<file path="config.mk">
export PLATFORM = sky130hd
export DESIGN_NAME = fp16_align
export DESIGN_NICKNAME = d
export VERILOG_FILES = /design/src/rtl/fp16_pkg.sv /design/src/rtl/fp16_unpack.sv /design/src/rtl/fp16_align.sv
export SDC_FILE = /design/constraint.sdc
export NUM_CORES = 1
export LEC_CHECK = 0
export CAP_MARGIN = 40
export CORE_UTILIZATION = 33
export CTS_BUF_LIST = sky130_fd_sc_hd__clkbuf_16
export CTS_CLUSTER_DIAMETER = 200
export CTS_CLUSTER_SIZE = 25
export DETAILED_ROUTE_END_ITERATION = 10
export GPL_TIMING_DRIVEN = 0
export PLACE_DENSITY = 0.68
export SLEW_MARGIN = 5
export SYNTH_ARGS = -nofsm -noshare
export SYNTH_HDL_FRONTEND = slang
export SYNTH_SLANG_ARGS = --single-unit
export TNS_END_PERCENT = 20
</file>
<file path="constraint.sdc">
create_clock -name clk -period 2.2 [get_ports clk]
set_clock_uncertainty 0.2 [all_clocks]
set_input_delay 0.44 -clock clk [delete_from_list [all_inputs] [get_ports clk]]
set_output_delay 0.44 -clock clk [all_outputs]
set_load 0.05 [all_outputs]
</file>
<file path="src/rtl/fp16_pkg.sv">
// FP16 operand alignment: shared widths, constants, FSM states and the
// unpacked-operand record used by the unpack stage and the aligner top.
package fp16_pkg;
  localparam int FP_W        = 16;
  localparam int EXP_W       = 5;
  localparam int FRAC_W      = 10;
  localparam int MANT_W      = 12;   // {guard 0, hidden, frac}
  localparam int CNT_W       = 4;
  localparam int EXP_SPECIAL = 31;   // Inf/NaN exponent
  localparam int MAX_SHIFT   = 12;   // a 12-bit mantissa is fully gone after 12 shifts

  typedef enum logic [1:0] {
    IDLE  = 2'd0,
    SHIFT = 2'd1,
    DONE  = 2'd2
  } state_t;

  typedef struct packed {
    logic              sign;
    logic [EXP_W-1:0]  exp;      // effective exponent (denormals read as 1)
    logic [MANT_W-1:0] mant;
    logic              special;  // raw exponent is all ones
  } fp16_unp_t;
endpackage

</file>
<file path="src/rtl/fp16_unpack.sv">
// Splits one FP16 word into sign, effective exponent, mantissa with hidden
// bit, and an Inf/NaN flag.
//   i_fp : raw FP16 operand
//   o_op : unpacked fields
module fp16_unpack
  import fp16_pkg::*;
(
  input  logic [FP_W-1:0] i_fp,
  output fp16_unp_t       o_op
);
  logic [EXP_W-1:0]  w_exp;
  logic [FRAC_W-1:0] w_frac;
  logic              w_hidden;

  assign w_exp    = i_fp[FP_W-2 -: EXP_W];
  assign w_frac   = i_fp[FRAC_W-1:0];
  assign w_hidden = |w_exp;

  assign o_op.sign    = i_fp[FP_W-1];
  // denormals share the scale of exponent 1
  assign o_op.exp     = w_hidden ? w_exp : EXP_W'(1);
  assign o_op.mant    = {1'b0, w_hidden, w_frac};
  assign o_op.special = (w_exp == EXP_W'(EXP_SPECIAL));
endmodule

</file>
<file path="src/rtl/fp16_align.sv">
// FP16 adder front end: orders two operands by effective exponent and
// right-shifts the smaller mantissa one bit per cycle until both share the
// larger exponent, collecting a sticky bit from the bits shifted out.
//   clk, rst_n             : clock, async active-low reset
//   in_valid / in_ready    : operand handshake (a_in, b_in)
//   out_valid / out_ready  : result handshake
//   exponent_out           : common (larger) effective exponent
//   mant_a_out, mant_b_out : larger / aligned smaller mantissa
//   sign_a_out, sign_b_out : signs after the swap
//   swap_out               : operands were exchanged
//   sticky_out             : OR of bits shifted out of mant_b
//   special_out            : an operand was Inf/NaN
module fp16_align
  import fp16_pkg::*;
(
  input  logic              clk,
  input  logic              rst_n,
  input  logic              in_valid,
  output logic              in_ready,
  input  logic [FP_W-1:0]   a_in,
  input  logic [FP_W-1:0]   b_in,
  output logic              out_valid,
  input  logic              out_ready,
  output logic [EXP_W-1:0]  exponent_out,
  output logic [MANT_W-1:0] mant_a_out,
  output logic [MANT_W-1:0] mant_b_out,
  output logic              sign_a_out,
  output logic              sign_b_out,
  output logic              swap_out,
  output logic              sticky_out,
  output logic              special_out
);
  fp16_unp_t         w_ua, w_ub, w_big, w_small;
  logic              w_swap, w_special, w_capture;
  logic [EXP_W-1:0]  w_diff;
  logic [CNT_W-1:0]  w_d;
  state_t            r_state, w_state_nxt;

  logic [CNT_W-1:0]  r_cnt;
  logic [EXP_W-1:0]  r_exp;
  logic [MANT_W-1:0] r_mant_a, r_mant_b;
  logic              r_sign_a, r_sign_b, r_swap, r_sticky, r_special, r_out_valid;

  fp16_unpack u_unp_a (.i_fp(a_in), .o_op(w_ua));
  fp16_unpack u_unp_b (.i_fp(b_in), .o_op(w_ub));

  // equal exponents keep the original order
  assign w_swap    = (w_ub.exp > w_ua.exp);
  assign w_big     = w_swap ? w_ub : w_ua;
  assign w_small   = w_swap ? w_ua : w_ub;
  assign w_diff    = w_big.exp - w_small.exp;
  assign w_special = w_ua.special | w_ub.special;

  always_comb begin
    w_d = '0;
    if (!w_special) begin
      if (w_diff > EXP_W'(MAX_SHIFT)) w_d = CNT_W'(MAX_SHIFT);
      else                            w_d = w_diff[CNT_W-1:0];
    end
  end

  assign in_ready  = (r_state == IDLE) || ((r_state == DONE) && out_ready);
  assign w_capture = in_valid && in_ready;

  always_comb begin
    w_state_nxt = r_state;
    unique case (r_state)
      IDLE:  if (w_capture) w_state_nxt = (w_d == '0) ? DONE : SHIFT;
      // r_cnt == 1 means this cycle's shift is the last one
      SHIFT: if (r_cnt <= CNT_W'(1)) w_state_nxt = DONE;
      DONE: begin
        if (out_ready) begin
          if (w_capture) w_state_nxt = (w_d == '0) ? DONE : SHIFT;
          else           w_state_nxt = IDLE;
        end
      end
      default: w_state_nxt = IDLE;
    endcase
  end

  always_ff @(posedge clk or negedge rst_n) begin
    if (!rst_n) begin
      r_state     <= IDLE;
      r_out_valid <= 1'b0;
    end else begin
      r_state     <= w_state_nxt;
      r_out_valid <= (w_state_nxt == DONE);
    end
  end

  always_ff @(posedge clk or negedge rst_n) begin
    if (!rst_n) begin
      r_cnt     <= '0;
      r_exp     <= '0;
      r_mant_a  <= '0;
      r_mant_b  <= '0;
      r_sign_a  <= 1'b0;
      r_sign_b  <= 1'b0;
      r_swap    <= 1'b0;
      r_sticky  <= 1'b0;
      r_special <= 1'b0;
    end else if (w_capture) begin
      r_cnt     <= w_d;
      r_exp     <= w_big.exp;
      r_mant_a  <= w_big.mant;
      r_mant_b  <= w_small.mant;
      r_sign_a  <= w_big.sign;
      r_sign_b  <= w_small.sign;
      r_swap    <= w_swap;
      r_sticky  <= 1'b0;
      r_special <= w_special;
    end else if ((r_state == SHIFT) && (r_cnt != '0)) begin
      r_mant_b  <= r_mant_b >> 1;
      r_sticky  <= r_sticky | r_mant_b[0];
      r_cnt     <= r_cnt - CNT_W'(1);
    end
  end

  assign out_valid    = r_out_valid;
  assign exponent_out = r_exp;
  assign mant_a_out   = r_mant_a;
  assign mant_b_out   = r_mant_b;
  assign sign_a_out   = r_sign_a;
  assign sign_b_out   = r_sign_b;
  assign swap_out     = r_swap;
  assign sticky_out   = r_sticky;
  assign special_out  = r_special;
endmodule

</file>
---- Yosys cells after proc, flatten, opt, wreduce, memory -nomap -nowiden ----
Index checks and enable logic that the tools add are counted.
word-level totals
  input port bits ......................... 36
  bits in registers ....................... 41
  logic and storage cells ................. 51
  output and inout bits ................... 36
cells by class
  bitwise gates (word level) .............. 2
  muxes and demuxes ....................... 18
  magnitude comparators ................... 3
  $add $sub $neg .......................... 2
  reduce and logical (&&, ||, !) cells .... 10
  equal/unequal tests ..................... 5
operators with widths
  kind                 count
  $mux 19              2
  $mux 12              2
  $mux 4               4
  $eq 5x5->1 const B   2
  $mux 2               5
  $mux 5               2
  $reduce_or 5->1      2
  $pmux 2 s3           1
  $gt 5x4->1 const B   1
  $gt 5x5->1           1
  $sub 5x5->5          1
  $eq 2x2->1 const B   2
  $le 4x1->1 const B   1
  $logic_not 4->1      1
  $reduce_bool 4->1    1
  $sub 4x1->4 const B  1
  $logic_and 1x1->1    3
  $eq 2x1->1 const B   1
  $logic_not 2->1      1
  $mux 1               2
  $or 1x1->1           2
  $reduce_bool 2->1    1
  $logic_or 1x1->1     1

---- Logic depth before layout (Yosys ltp) ----
  depth in word-level cells ............... 14
  mapped depth ............................ 18
  gate-level depth less buffers ........... 15

---- By module ----
A second synthesis with hierarchy kept.
unflattened totals
  cell total of the unflattened synthesis .. 323
  area total of the unflattened synthesis .. 2,781.4 um2
by module, submodules not included
  module       area an instance (um2)  times used  cells each  sequential area each (um2)
  fp16_align   2,473.6                 1           275         1,026.0
  fp16_unpack  153.9                   2           24          0.0

---- Worst setup path after synthesis ----
OpenSTA, ideal clock, no wires.
  path type ............................... input port to flip-flop
  from .................................... input port b_in[13]
  to ...................................... register r_cnt[0]
  cell stages on the path ................. 17
  setup time .............................. 140 ps
  data arrival time ....................... 4,052 ps
  data required time ...................... 1,860 ps
  path buffers ............................ 3
  setup slack ............................. -2,192 ps
  cells stage by stage .................... buf_4 or4_4 and2_4 ha_1 and2_1 nand4_1 and2_2 buf_2 buf_2 inv_1 a22oi_1 ha_1 a221oi_2 mux2_2 a311oi_1 o31a_1 o32ai_2
between the ends
  longest elaborated chain between the ends .. 9
ends and longest elaborated chain
  what                        RTL line                            text
  from (decl)                 fp16_align.sv:21                    input logic [FP_W-1:0] b_in,
  $reduce_or 5->1             fp16_unpack.sv:17                   assign w_hidden = |w_exp;
  $mux 5                      fp16_unpack.sv:21                   assign o_op.exp = w_hidden ? w_exp : EXP_W'(1);
  $gt 5x5->1                  fp16_align.sv:48                    assign w_swap = (w_ub.exp > w_ua.exp);
  $mux 19 (on tied branches)  fp16_align.sv:49, fp16_align.sv:50
  $sub 5x5->5                 fp16_align.sv:51                    assign w_diff = w_big.exp - w_small.exp;
  $gt 5x4->1                  fp16_align.sv:57                    if (w_diff > EXP_W'(MAX_SHIFT)) w_d = CNT_W'(MAX_SHIFT);
  $mux 4                      fp16_align.sv:57
  $mux 4 *                    fp16_align.sv:56                    if (!w_special) begin
  $mux 4 *                    fp16_align.sv:102                   end else if (w_capture) begin
  to (signal assigned)        fp16_align.sv:103                   r_cnt <= w_d;
  to (signal assigned)        fp16_align.sv:115                   r_cnt <= r_cnt - CNT_W'(1);
  to (decl)                   fp16_align.sv:39                    logic [CNT_W-1:0] r_cnt;
Every way passes the cells marked *; elsewhere a longest branch is shown, timed or not.
A chain may end at the register's enable or synchronous reset.

---- Worst setup path in the final report ----
  from .................................... input port b_in[11]
  to ...................................... register r_cnt[0]
The elaborated chain is that of the path after synthesis.

==> flow_summary.yaml <==
power_and_ir_drop:
  p_leak_nw: 1.65
  irDropWorstVdd_uv: 915
  report.power.total_mw: 5.11
  powerDensity_nw_per_um2: 1320
synthesis:
  ys_warn_count: 0
  ys_types: 52
  postSynthAreaPerCell_um2: 8.59
  synth_seq_area_share: 0.388
  ys_async_sr_fraction: 1.00
  yosys_most_used_dff: "dfrtp_1"
  synth_edf_count: 0
  netlist_area_um2: 2520
  ys_ff_latch: 39
  syn_inst: 293
detailed_routing:
  first_pass_iters: 4
  wl_mm: 7.34
  ant_nets: 0
  drt_iter0_drc: 222
  vias: 2477
  wire_per_inst_um: 15.1
  vias_per_cell: 5.10
  post-route-drc-count: 0
critical_path:
  r2r-end: "mant_b_out[7]"
  r2r-start: "r_state[1]"
  worst_setup_path_start_kind: "input pin"
  worst-setup-path-type: "in -> reg"
  endpoint: "r_cnt[0]"
  critPathLaunch: "b_in[11]"
  cp_max_fo: 4
  arrival_ns: 3.64
  worstSetupEndpointType: "register"
  reg2reg_slack_ns: 0.16
  reg2reg_depth: 7
  required_ns: 2.14
finish:
  n_fill_cell: 676
  diodes: 0
  syn_to_final_growth_pct: 54.0
  utilization: 0.529
  design_area_um2: 3880
  instances_no_fill: 486
  nets: 429
  drive_gt1_frac: 0.186
place:
  port_buffers: 66
  dp_hpwl_mm: 5.41
  dp_worst_setup_slack_ns: -2.58
  dp.cells: 460
  placed_area_um2: 3420
  finalWeightedCongestion: 0.834
floorplanning:
  die_y_um: 89.3
  die_w_um: 89.3
  row_count: 31
  pin_count: 72
  core-area_um2: 7330
  dieArea_um2: 7980
  initial_core_util: 0.343
global_route:
  grt_pass1_wl_mm: 11.8
  overflow: 0
  grt.total_usage: 0.193
  grt_start_max_net_pins: 22
  first_global_vias: 2481
  antenna_found_initial: 0
timing:
  period_minus_slack_ns: 3.71
  hold_violations: 0
  tightest_slew_ns: 0.567
  setup_viol: 36
  rsz0062_at_grt: "yes"
  holdWs_ns: 0.243
  post-route-period-util: 1.69
  fmax_mhz: 270
  fin_tns_setup_ns: -29.72
  slew_headroom: 0.619
  drv_slew: 0
  worst_slack_ns: -1.51
status:
  status: "finished with violations"
  violations: "negative setup slack"
worst_hold_path:
  hold_path_class: "in -> reg"
  hold_depth: 3
clocking:
  h-tree-depth: 2
  cts_root_buffer: "clkbuf_16"
  cts_num_sinks: 39
  clockBufferDepth: 2
  clk_latency_ns: 0.28
  cts_buffers: 5
  cts_tree: "done"
  path_clk_slew_ns: 0.06
job:
  drv_cap: 0
-- sequential cells by signal, indices dropped and copies added (netlist names), 2 cells and up --
signal and count:
exponent_out 5, mant_b_out 11, mant_a_out 11, r_state 2
r_cnt 4
-- timing repair --
item / in CTS / in global routing
buffers inserted: 18 / 1
endpoints found under the hold margin: 18 / 0
resized for setup: 56 / 30
hold buffers: 1 / 0
setup endpoints to repair: 37 / 36
pin swaps: 17 / 10
-- layout by cell type (no fill, tap or decap), types with 6 or more instances in the layout --
cell,Yosys,final
a21oi_1,22,20
a31oi_1,6,6
buf_4,5,22
clkbuf_1,10,9
clkdlybuf4s50_1,0,57
dfrtp_1,39,39
inv_1,12,11
mux2i_1,22,21
nand2_1,43,43
nor2_1,24,24
o21ai_0,31,11
o21ai_1,1,19
-- critical path, cell delays in order --
cell      delay, ns
buf_8          0.10
buf_12         0.11
or4_4          0.42
and2_4         0.17
ha_4           0.16
nor2b_4        0.12
o211ai_1       0.25
a31o_4         0.22
and2_4         0.16
buf_12         0.10
inv_6          0.03
a22oi_2        0.14
ha_2           0.22
a221oi_4       0.05
a31oi_1        0.24
xor2_1         0.36
o31a_1         0.26
o32ai_2        0.09
-- cells in the mapped netlist (3+ instances only) --
library cell	number	share of area
dfrtp_1	39	0.39
nor3_1	3	0.0060
nand2b_1	5	0.012
nand2_1	43	0.064
xnor2_1	6	0.021
nor2_1	24	0.036
o21ai_0	31	0.062
o221ai_1	3	0.010
a31oi_1	6	0.015
a21oi_1	22	0.044
buf_2	5	0.0099
ha_1	7	0.035
nor4_1	3	0.0075
inv_1	12	0.018
mux2i_1	22	0.087
buf_4	5	0.015
clkbuf_1	10	0.015
-- routing by layer --
layer | GRT usage | up-vias | share of wire
li1 | - | 1220 | -
met1 | 0.261 | 1199 | 0.45
met2 | 0.332 | 54 | 0.50
met3 | 0.0342 | 4 | 0.039
met4 | 0.0245 | 0 | 0.0038
met5 | 0 | - | 0
-- area by class of cell --
| class | count | area, µm² | share of cell area |
|---|---|---|---|
| multi-input cells | 222 | 1560 | 0.402 |
| well taps | 99 | 124 | 0.0320 |
| repair buffers | 86 | 843 | 0.218 |
| flip-flops and latches | 39 | 976 | 0.252 |
| inverters | 12 | 50.0 | 0.0129 |
| clock buffers | 5 | 125 | 0.0323 |
| clock inverters | 3 | 38.8 | 0.0100 |
| plain buffers | 20 | 161 | 0.0416 |
-- cells by family (layout without fill, tap and decap cells) --
| kind of cell | Yosys count | count (layout) | share of synthesized area |
|---|---|---|---|
| adder cells (fa/ha/maj) | 7 | 7 | 0.0348 |
| AO/OA/AOI/OAI | 85 | 85 | 0.215 |
| XOR/XNOR | 8 | 8 | 0.0278 |
| flip-flops | 39 | 39 | 0.388 |
| other | 1 | 2 | 0.00149 |
| buffers and inverters | 33 | 126 | 0.0591 |
| multiplexers | 23 | 23 | 0.0919 |
| AND/OR/NAND/NOR | 97 | 97 | 0.182 |
-- how the worst min path moves through the flow --
stage                       start               to  slack (ns)
global placement    mant_a_out[3]    mant_a_out[3]        0.27
finish                   b_in[12]  exponent_out[2]        0.24
CTS                      b_in[12]  exponent_out[2]        0.23
global route             b_in[12]  exponent_out[2]        0.25
detailed placement          rst_n    mant_a_out[4]        0.22
floorplan                   rst_n  exponent_out[0]       -0.06
-- power breakdown --
group / internal [mW] / switching [mW]
registers: 1.05 / 0.243
clock network: 0.528 / 0.271
logic: 1.08 / 1.93
total: 2.66 / 2.45
No activity file was read; power rests on OpenSTA's default activity.
